`config.mk`:
```
export PLATFORM = sky130hd
export DESIGN_NAME = sequence_counter
export DESIGN_NICKNAME = d
export VERILOG_FILES = /design/src/rtl/sequence_counter_pkg.sv /design/src/rtl/sequence_counter_decoder.sv /design/src/rtl/sequence_counter.sv
export SDC_FILE = /design/constraint.sdc
export NUM_CORES = 1
export LEC_CHECK = 0
export ABC_CLOCK_PERIOD_IN_PS = 1200
export CAP_MARGIN = 20
export CORE_AREA = 2 2 39 41
export CTS_CLUSTER_SIZE = 12
export DETAILED_ROUTE_END_ITERATION = 6
export DIE_AREA = 0 0 41 43
export PLACE_DENSITY = 0.72
export SYNTH_ARGS = -nofsm -noshare
export SYNTH_HDL_FRONTEND = slang
export SYNTH_SLANG_ARGS = --single-unit
export TNS_END_PERCENT = 20
```
`constraint.sdc`:
```
create_clock -name clk -period 1.2 [get_ports clk]
set_input_delay 0.24 -clock clk [delete_from_list [all_inputs] [get_ports clk]]
set_output_delay 0.24 -clock clk [all_outputs]
set_load 0.1 [all_outputs]
```
`src/rtl/sequence_counter_pkg.sv`:
```
// Shared controller/datapath constants for the timing-state sequencer.
package sequence_counter_pkg;

  localparam int unsigned SC_CNT_WIDTH = 4;
  localparam int unsigned SC_T_WIDTH   = 2 ** SC_CNT_WIDTH;

  // Timing-state indices used by the controller's case decode.
  localparam int unsigned T0_IDX = 0;
  localparam int unsigned T1_IDX = 1;
  localparam int unsigned T2_IDX = 2;
  localparam int unsigned T3_IDX = 3;
  localparam int unsigned T4_IDX = 4;
  localparam int unsigned T5_IDX = 5;
  localparam int unsigned T6_IDX = 6;

  // Count-register update selected each cycle.
  typedef enum logic [1:0] {
    SC_HOLD  = 2'd0,
    SC_CLEAR = 2'd1,
    SC_INCR  = 2'd2
  } sc_action_e;

  // CLR beats INR; INR only advances while running.
  function automatic sc_action_e sc_select_action(input logic clr, input logic inr,
                                                  input logic run);
    if (clr)             return SC_CLEAR;
    else if (inr && run) return SC_INCR;
    else                 return SC_HOLD;
  endfunction

endpackage

```
`src/rtl/sequence_counter_decoder.sv`:
```
// One-hot decoder with active-high enable; all outputs low when disabled.
module sc_decoder #(
  parameter int unsigned IN_W  = 4,
  parameter int unsigned OUT_W = 16
) (
  input  logic             en_i,
  input  logic [IN_W-1:0]  sel_i,
  output logic [OUT_W-1:0] onehot_o
);

  // Compare each output index against the select; keeps out-of-range indices safe.
  always_comb begin
    onehot_o = '0;
    for (int unsigned k = 0; k < OUT_W; k++) begin
      onehot_o[k] = en_i && (sel_i == IN_W'(k));
    end
  end

endmodule

```
`src/rtl/sequence_counter.sv`:
```
// Timing-state generator: count register plus next-state mux, decoded to T.
module sequence_counter
  import sequence_counter_pkg::*;
#(
  parameter int unsigned CNT_WIDTH = SC_CNT_WIDTH,
  parameter int unsigned T_WIDTH   = SC_T_WIDTH
) (
  input  logic               clk,
  input  logic               CLR,
  input  logic               INR,
  input  logic               S,
  output logic [T_WIDTH-1:0] T
);

  logic [CNT_WIDTH-1:0] count_q;
  logic [CNT_WIDTH-1:0] count_d;
  sc_action_e           action;

  // Next-count selection: clear, increment (wraps naturally), or hold.
  always_comb begin
    count_d = count_q;
    action  = sc_select_action(CLR, INR, S);
    case (action)
      SC_CLEAR: count_d = '0;
      SC_INCR:  count_d = count_q + CNT_WIDTH'(1);
      default:  count_d = count_q;
    endcase
  end

  // Count register; CLR doubles as the synchronous reset.
  always_ff @(posedge clk) begin
    count_q <= count_d;
  end

  sc_decoder #(
    .IN_W  (CNT_WIDTH),
    .OUT_W (T_WIDTH)
  ) u_decoder (
    .en_i     (S),
    .sel_i    (count_q),
    .onehot_o (T)
  );

endmodule

```
After elaboration in Yosys (flattened, before gate mapping):

Index checks and enable logic that the tools add are counted.

* register bits: 4
* latch bits: 0
* memory bits (writable): 0
* bits in read-only memories: 0
* bits of input ports: 4
* output and inout bits: 16
* logic and storage cells: 41
* memories kept: 0

* $add $sub $neg: 1
* multipliers: 0
* div/mod/pow operators: 0
* magnitude comparators: 0
* equal/unequal tests: 17
* shifts and indexed selects: 0
* mux-type cells: 3
* bitwise operators: 0
* reductions and logical operators: 19

Operators with widths (count)
* $eq 4x4->1 const B: 8
* $logic_and 1x1->1: 17
* $eq 4x3->1 const B: 4
* $eq 4x2->1 const B: 2
* $pmux 4 s2: 1
* $add 4x1->4 const B: 1
* $eq 4x1->1 const B: 1
* $logic_not 4->1: 1
* $mux 2: 2
* $eq 2x1->1 const B: 1
* $eq 2x2->1 const B: 1
* $reduce_bool 2->1: 1

Longest topological paths before layout:

Gate-level depths: netlist of the first run.

* word-level depth: 5
* gate-level depth with buffers: 4
* depth with buffers taken out: 4

Modules after synthesis:

From an unflattened synthesis of the first run, not the netlist that was laid out.

* cells, all modules: 38
* area, all modules: 324.1 µm²

Modules (own cells, without submodules)
* sequence_counter: instances 1, cells an instance 15, area an instance 206.4 µm², seq. area each 120.1 µm²
* sc_decoder: instances 1, cells an instance 23, area an instance 117.6 µm², seq. area each 0.0 µm²

Worst setup path after synthesis of the first run:

OpenSTA, ideal clock, no wires.

* kind: flip-flop to output port
* start: register count_q[0]
* end: output T[2]
* arrival: 2.012 ns
* data required time: 0.960 ns
* setup slack: -1.052 ns
* cell stages (with the launch flop): 5
* buffers on the path: 0
* cells stage by stage: edfxtp_1 inv_1 ha_1 nand2b_1 nor2_1

* longest elaborated chain between the ends: 2

Ends and longest elaborated chain
* start, declared: RTL line sequence_counter.sv:15 `logic [CNT_WIDTH-1:0] count_q;`
* start signal, assigned: RTL line sequence_counter.sv:32 `count_q <= count_d;`
* $eq 4x2->1: RTL line sequence_counter_decoder.sv:15 `onehot_o[k] = en_i && (sel_i == IN_W'(k));`
* $logic_and 1x1->1: RTL line sequence_counter_decoder.sv:15
* end, declared: RTL line sequence_counter.sv:12 `output logic [T_WIDTH-1:0] T`

Every way passes these cells.

Worst setup path in the final report of the first run:

* start: register count_q[1]
* end: output T[1]

* longest elaborated chain between the ends: 2

Ends and longest elaborated chain (RTL line)
* $eq 4x1->1: sequence_counter_decoder.sv:15
* $logic_and 1x1->1: sequence_counter_decoder.sv:15

Every way passes these cells.

==> run summary, run 1 <==
Total track usage: 0.182
Most frequent cells in the layout: nor2_4 (16), buf_12 (16), buf_4 (16)
Reg2Reg Setup Slack: -0.05 ns
Non-Filler Instances: 103
Initial DRC count: 0
Cts hold-fix bufs: 0
Crit path launch type: register
Peak supply drop: 677 uV
Post-synthesis instance area: 374 um2
Slew margin rel.: 0.822
CP arrival: 1.33 ns
PD cells: 611 mW/mm2
Via count: 462
Final cycle utilization of the critical path: 1.31
Hold Crit Class: input port to register
Highest clock rate: 0.637 GHz
Routed Antenna Nets: 0
Row count: 14
DRT Pass-1 Iters: 1
Worst-path clk slew: 0.04 ns
Status: finished with violations
Mean Syn Cell Area: 7.63 um2
Setup CP Type: register to output pin
PortBufs: 19
Wire per inst: 11.9 um
Die span in x: 41 um
Synth Warn #: 0
CTS Buf Count: 3
Regs by FF count: count_q x4
Worst Reg-to-Reg Cells: 5
Routability Congestion: 0.675
Diodes inserted: 0
Clock buffer depth: 2
Crit Reg-Reg Endpoint: count_q[3]
Clk_lat worst skew: 0.23 ns
Vias in the first global route: 470
Final nets: 97
RR Startpoint: count_q[0]
Max stage delay on crit path: 0.44 ns
Max FFs per register: 4
Measured slew at the worst slew-check pin: 0.268 ns
Violated checks: setup timing
Non-Filler Cell Area, Final: 0.00112 mm2
Io pins: 20
Final setup margin: -0.369 ns
Setup TNS: -5.77 ns
Initial Util: 0.270
Required time of the critical path: 0.96 ns
Total chip power: 0.000683 W
Worst path top cell family by delay: flip-flops
Final HPWL from detailed placement: 939 um
Hold Crit Endpoint: count_q[3]
CP Buf/Inv Count: 2
Place WS: -0.433 ns
Final wirelength: 1230 um
Final Hold Violating Endpoints: 0
DR vias/cell: 4.49
Initial antenna violation count: 0
Root Buffer: clkbuf_4
Placed Area: 937 um2
Leakage: 0.431 nW
Total grt overflow: 0
Worst hold path startpoint: INR
H-tree levels: 1
Dpl cells: 93
Unrepaired setup endpoints after global routing: yes
Syn nets: 57
Worst Skew: 0.00699 ns
Mapped Cells: 49
Slew Limit Fails: 0
Post-synthesis sequential area ratio: 0.321
Critical-path maximum fanout: 4
CP Launch Point: count_q[1]
First-pass GRT wire length: 2110 um
Endpoints failing setup: 18
Reg with most FFs: count_q
Sink Count: 4
Seq cells post-synth: 4
Share of cells above drive strength 1: 0.770
Hold Crit Depth: 3
Post-synth cell types: 14
CP max-delay cell: edfxtp_1
P&R area growth vs syn: 199%
Die height: 43 um
Drc violations: 0
CP endpoint kind: output pin
Final min period: 1.57 ns
Core Area: 0.00138 mm2
Max Cap Viol: 0
Worst path cell trace: inv_2 -> ha_4 -> nand2b_4 -> nor2_4 -> buf_12
Pin count of the biggest net entering global routing: 8
Die area: 0.00176 mm2
CTS tree: done
-- layout make-up --
| class | count | area, um2 |
|---|---|---|
| Timing Repair Buffer | 36 | 480 |
| Multi-Input combinational cell | 42 | 467 |
| Fill cell | 90 | 267 |
| Sequential cell | 4 | 120 |
| Clock buffer | 3 | 22.5 |
| Tap cell | 16 | 20.0 |
| Inverter | 2 | 7.51 |
-- metal layers --
layer  up-vias  wire length (um)  GRT usage
li1        238                 -          -
met1       209               440      0.206
met2        13               728      0.309
met3         2                45     0.0314
met4         0                13     0.0800
met5         -                 0          0
-- tightest hold or removal path: cells and delay by family --
kind,cells,cell delay [ns]
AND/OR/NAND/NOR,1,0.11
multiplexers,1,0.06
buffers and inverters,1,0.44
-- synthesized netlist by cell type (all sizes together) --
cell	count	area (um2)
nor2	16	60.1
nand2	7	26.3
nand2b	7	43.8
edfxtp	4	120
ha	4	50.1
inv	2	7.51
nor3	2	10.0
buf	1	5.00
mux2i	1	10.0
nand3	1	5.00
nand4b	1	8.76
nand4bb	1	11.3
nor3b	1	7.51
xnor2	1	8.76
-- what timing repair did --
item / in CTS / in global routing
setup endpoints to repair: 23 / 19
pin swaps: 10 / 3
setup buffers: 5 / 2
resized for setup: 20 / 3
hold endpoints to repair: 0 / 0
-- how the worst max path moves through the flow --
stage	endpoint	slack (ns)	cells past startpoint
finish	T[1]	-0.37	5
global route	T[3]	-0.44	4
CTS	T[1]	-0.39	5
detailed placement	T[8]	-0.43	5
global placement	T[11]	-0.39	5
floorplan	T[0]	-0.36	4
-- power breakdown --
| part | total, W | internal (W) | switching, W |
|---|---|---|---|
| registers | 0.000176 | 0.000165 | 0.0000109 |
| clock network | 0.000165 | 0.000112 | 0.0000531 |
| logic | 0.000342 | 0.000146 | 0.000196 |
| total | 0.000683 | 0.000423 | 0.000260 |
-- stage by stage --
| stage | util | hold slack (ns) |
|---|---|---|
| global placement | 0.677 | 0.716 |
| detailed placement | 0.677 | 0.736 |
| global route | 0.807 | 0.828 |
| floorplan | - | 0.435 |
| finish | 0.807 | 0.788 |
| CTS | 0.786 | 0.779 |
-- cells by family after synthesis --
kind of cell / after synthesis / share of synthesized area
xor+xnor: 1 / 0.0234
simple gates: 36 / 0.462
flops: 4 / 0.321
mux: 1 / 0.0268
buf+inv: 3 / 0.0334
fa+ha+maj: 4 / 0.134
Power figures use the tool's default switching activity.
==> run 2: changes to the inputs <==
==> constraint.sdc (replaced) <==
create_clock -name clk -period 1.2 [get_ports clk]
set_input_delay 0.18 -clock clk [delete_from_list [all_inputs] [get_ports clk]]
set_output_delay 0.18 -clock clk [all_outputs]
set_load 0.1 [all_outputs]
==> run 2 against run 1 <==
The flow still finishes with violations (setup timing). Clock-buffer cell count unchanged. Critical path depth unchanged. Clock power grew 4%. Flip-flop and latch count stayed put. Setup slack improved by 0.013 ns. Combinational power shrank 4%. Hold slack worse by 0.067 ns. Via count is 0.87% lower. Non-clock buffer count decreased by 3. Sequential power hardly changed. Cell count is 2.9% lower. Wire length is 3.6% higher. Critical path type unchanged. Critical endpoint is now T[6]. Largest cell class is now multi-input combinational cells.
==> run summary, run 2 (synthesis results as in run 1) <==
Status: finished with violations
Violated checks: setup timing
Max stage delay on crit path: 0.43 ns
Fin Hold WS: 0.721 ns
Share of cells above drive strength 1: 0.738
Most frequent cells in the layout: nor2_4 (16), buf_12 (16), buf_4 (14)
Pin count of the biggest net entering global routing: 8
Io pins: 20
Highest clock rate: 0.643 GHz
CP max-delay cell: edfxtp_1
Routability Congestion: 0.672
Worst Skew: 0.00648 ns
PD cells: 627 mW/mm2
Unrepaired setup endpoints after global routing: yes
Wire per inst: 12.7 um
Non-Filler Instances: 100
Slew margin rel.: 0.829
PortBufs: 19
Initial Util: 0.270
Leakage: 0.410 nW
Fill cell count: 88
First-pass GRT wire length: 2130 um
Die span in x: 41 um
Total grt overflow: 0
P&R area growth vs syn: 188%
H-tree levels: 1
Die area: 0.00176 mm2
CTS tree: done
Routed Antenna Nets: 0
Measured slew at the worst slew-check pin: 0.256 ns
Final HPWL from detailed placement: 888 um
DR vias/cell: 4.58
Root Buffer: clkbuf_4
Vias in the first global route: 464
Final nets: 94
Endpoints failing setup: 16
Final wirelength: 1270 um
Worst-path clk slew: 0.04 ns
Row count: 14
RR Startpoint: count_q[3]
Clock buffer depth: 2
Dpl cells: 92
CP endpoint kind: output pin
Final min period: 1.56 ns
Max FFs per register: 4
Reg with most FFs: count_q
Hold Crit Class: input port to register
Sequential share of power: 0.261
Setup CP Type: register to output pin
Drc violations: 0
Clock share of power: 0.255
Worst path cell trace: inv_2 -> ha_4 -> nand2b_4 -> nor2_4 -> buf_12
Critical-path maximum fanout: 3
Cts hold-fix bufs: 0
Worst Reg-to-Reg Cells: 4
Max Cap Viol: 0
NetSw: 0.000263 W
Final cycle utilization of the critical path: 1.30
Pint: 0.000413 W
Die height: 43 um
Final Hold Violating Endpoints: 0
Initial DRC count: 0
Clk_lat worst skew: 0.24 ns
Diodes inserted: 0
Regs by FF count: count_q x4
DRT Pass-1 Iters: 1
Core Area: 0.00138 mm2
Total track usage: 0.187
CP arrival: 1.38 ns
Required time of the critical path: 1.02 ns
Reg2Reg Setup Slack: 0.04 ns
Worst hold path startpoint: INR
Slew Limit Fails: 0
CTS Buf Count: 3
Via count: 458
Sink Count: 4
Comb power frac: 0.484
Final setup margin: -0.356 ns
Sw Share: 0.390
Hold Crit Endpoint: count_q[3]
Crit Reg-Reg Endpoint: count_q[3]
Initial antenna violation count: 0
Hold Crit Depth: 3
Crit path launch type: register
Peak supply drop: 469 uV
==> run 2: layout make-up <==
| cell class | count | area [um2] | share of cell area |
|---|---|---|---|
| Tap cell | 16 | 20.0 | 0.0186 |
| Sequential cell | 4 | 120 | 0.111 |
| Timing Repair Buffer | 33 | 454 | 0.421 |
| Inverter | 2 | 7.51 | 0.00696 |
| Clock buffer | 3 | 22.5 | 0.0209 |
| Multi-Input combinational cell | 42 | 454 | 0.421 |
==> run 2: worst max path at each step <==
stage	start	to	slack, ns	cells after the start
floorplan	count_q[0]	T[0]	-0.30	4
global placement	S	T[11]	-0.27	5
detailed placement	S	count_q[1]	-0.31	4
CTS	count_q[1]	T[15]	-0.34	4
global route	count_q[1]	T[3]	-0.43	4
finish	count_q[0]	T[6]	-0.36	5
==> run 2: through the flow <==
stage / area, um2 / total power (W) / util / setup TNS (ns) / setup slack, ns
detailed placement: 930 / 0.000443 / 0.672 / -6.42 / -0.307
floorplan: 497 / 0.000342 / - / -4.37 / -0.302
global route: 1080 / 0.000717 / 0.779 / -6.31 / -0.429
CTS: 1080 / 0.000681 / 0.778 / -5.16 / -0.342
global placement: 930 / 0.000438 / 0.672 / -5.60 / -0.273
finish: 1080 / 0.000676 / 0.779 / -5.13 / -0.356
==> run 2: routing by layer <==
| metal | GRT usage | up-vias | share of wire | wire length, um |
|---|---|---|---|---|
| met5 | 0 | - | 0 | 0 |
| li1 | - | 234 | - | - |
| met1 | 0.203 | 213 | 0.37 | 470 |
| met4 | 0.120 | 0 | 0 | 0 |
| met2 | 0.309 | 11 | 0.60 | 760 |
| met3 | 0.0314 | 0 | 0.031 | 40 |
==> run 2: critical path, delay by kind of cell, from the launching register on <==
family / cells / cell delay [ns]
adder cells (fa/ha/maj): 1 / 0.18
buffers and inverters: 2 / 0.32
flip-flops: 1 / 0.43
AND/OR/NAND/NOR: 2 / 0.21
==> run 2: power by group through the flow <==
stage                     sequential [W]  clock (W)  combinational [W]
after floorplan                 0.000174          0           0.000168
after CTS                       0.000176   0.000182           0.000323
after global placement          0.000178          0           0.000260
after global routing            0.000178   0.000198           0.000342
final                           0.000176   0.000172           0.000327
after detailed placement        0.000179          0           0.000264
==> run 2: timing repair <==
action                                  in CTS  in global routing
gates resized for setup                     19                  1
pin swaps                                   10                  2
buffers inserted                             5                  0
cloned                                       0                  0
hold endpoints to repair                     0                  0
endpoints found under the setup margin      22                 18
==> run 3: changes to the inputs <==
- PLACE_DENSITY: 0.72 -> unset
- PLACE_DENSITY_LB_ADDON: unset -> 0.2
==> run 3 against run 2 <==
The run still ends with setup timing left. Clock skew rose by 0.0046 ns. Combinational power increased by 3%. Clock-buffer cell count unchanged. Hold slack got worse by 0.10 ns. Wire length grew 0.63%. Global-route usage decreased by 0.24 points. Via count grew 0.87%. Largest power group unchanged.
==> run summary, run 3 (synthesis results as in run 1) <==
Violated checks: setup timing
Worst Reg-to-Reg Cells: 5
CP max-delay cell: edfxtp_1
Hold Crit Depth: 3
Diodes inserted: 0
Highest clock rate: 0.654 GHz
Hold Crit Endpoint: count_q[3]
DR WL met2: 732 um
Pin count of the biggest net entering global routing: 8
Final setup margin: -0.328 ns
CTS Buf Count: 3
Initial DRC count: 1
Max stage delay on crit path: 0.42 ns
Die height: 43 um
Routed Antenna Nets: 0
M1 wire length: 481 um
Io pins: 20
Clk_lat worst skew: 0.25 ns
Max FFs per register: 4
Worst path cell trace: inv_2 -> ha_4 -> nand2b_4 -> nor2_4 -> buf_12
Non-Filler Cell Area, Final: 0.00111 mm2
Final min period: 1.53 ns
DR vias/cell: 4.53
P&R area growth vs syn: 197%
Measured slew at the worst slew-check pin: 0.294 ns
PD cells: 624 mW/mm2
Placed Area: 915 um2
First-pass GRT wire length: 2170 um
Slew Limit Fails: 0
Wire per inst: 12.5 um
Root Buffer: clkbuf_4
CTS tree: done
Reg with most FFs: count_q
Routed wl met3: 37 um
Reg2Reg Setup Slack: -0.05 ns
Via count: 462
Crit path launch type: register
Slew margin rel.: 0.804
Hold Crit Class: input port to register
Worst path top cell family by delay: flip-flops
Total grt overflow: 0
Row count: 14
Regs by FF count: count_q x4
Final cycle utilization of the critical path: 1.27
Final wirelength: 1280 um
Leakage: 0.423 nW
Worst hold path startpoint: S
Crit Reg-Reg Endpoint: count_q[3]
Highest routed layer: met4
CP arrival: 1.35 ns
DRT Pass-1 Iters: 2
Die area: 0.00176 mm2
Core Area: 0.00138 mm2
Place WS: -0.364 ns
Final Hold Violating Endpoints: 0
Clock buffer depth: 2
Worst Skew: 0.0111 ns
Drc violations: 0
Share of cells above drive strength 1: 0.779
Initial Util: 0.270
PortBufs: 19
Final HPWL from detailed placement: 897 um
Die span in x: 41 um
Total track usage: 0.184
CP Launch Point: count_q[0]
Final nets: 96
Vias in the first global route: 490
Status: finished with violations
CP Buf/Inv Count: 2
RR Startpoint: count_q[0]
Max Cap Viol: 0
Peak supply drop: 991 uV
Most frequent cells in the layout: nor2_4 (16), buf_12 (16), buf_4 (14)
Routability Congestion: 0.695
Endpoints failing setup: 17
Setup CP Type: register to output pin
Sink Count: 4
Critical-path maximum fanout: 3
CP endpoint kind: output pin
Unrepaired setup endpoints after global routing: yes
Worst-path clk slew: 0.04 ns
Initial antenna violation count: 0
H-tree levels: 1
Required time of the critical path: 1.02 ns
run 3: metal layers:
layer / global-route usage / vias to the layer above
met5: 0 / -
met4: 0.0800 / 0
met3: 0.0314 / 2
met2: 0.291 / 14
met1: 0.235 / 213
li1: - / 233
run 3: power breakdown:
part	internal, W	switching, W	total (W)
Sequential	0.000165	0.0000123	0.000177
Combinational	0.000145	0.000193	0.000338
Clock	0.000112	0.0000649	0.000177
run 3: stage by stage:
stage | cells | utilization | total power [W] | TNS (ns) | hold slack (ns)
floorplan | 49 | - | 0.000342 | -4.37 | 0.375
global placement | 90 | 0.661 | 0.000434 | -5.71 | 0.717
detailed placement | 90 | 0.661 | 0.000438 | -6.71 | 0.728
CTS | 99 | 0.773 | 0.000668 | -5.04 | 0.624
global route | 102 | 0.803 | 0.000736 | -6.02 | 0.647
finish | 102 | 0.803 | 0.000693 | -5.01 | 0.617
run 3: worst max path at each step:
stage | end | cells after the start
floorplan | T[0] | 4
global placement | T[11] | 5
detailed placement | T[11] | 5
CTS | T[13] | 5
global route | T[15] | 4
finish | T[6] | 5
run 3: worst reg2reg max path, cell delays in order (launching register included):
cell and delay (ns):
edfxtp_1 0.42, buf_4 0.18, buf_4 0.12, buf_4 0.13, nand3_1 0.10, mux2i_1 0.07
run 3: cell type report:
cell class | instances | area, um2
timing repair buffer | 35 | 477
multi-input combinational | 42 | 464
fill | 79 | 273
sequential | 4 | 120
clock buffer | 3 | 22.5
tap | 16 | 20.0
inverter | 2 | 7.51
run 3: what timing repair did:
item                                    in CTS  in global routing
endpoints found under the setup margin      16                 18
pin swaps                                   10                  2
buffers inserted                             6                  3
gates resized for setup                     20                  4
hold buffers                                 0                  0
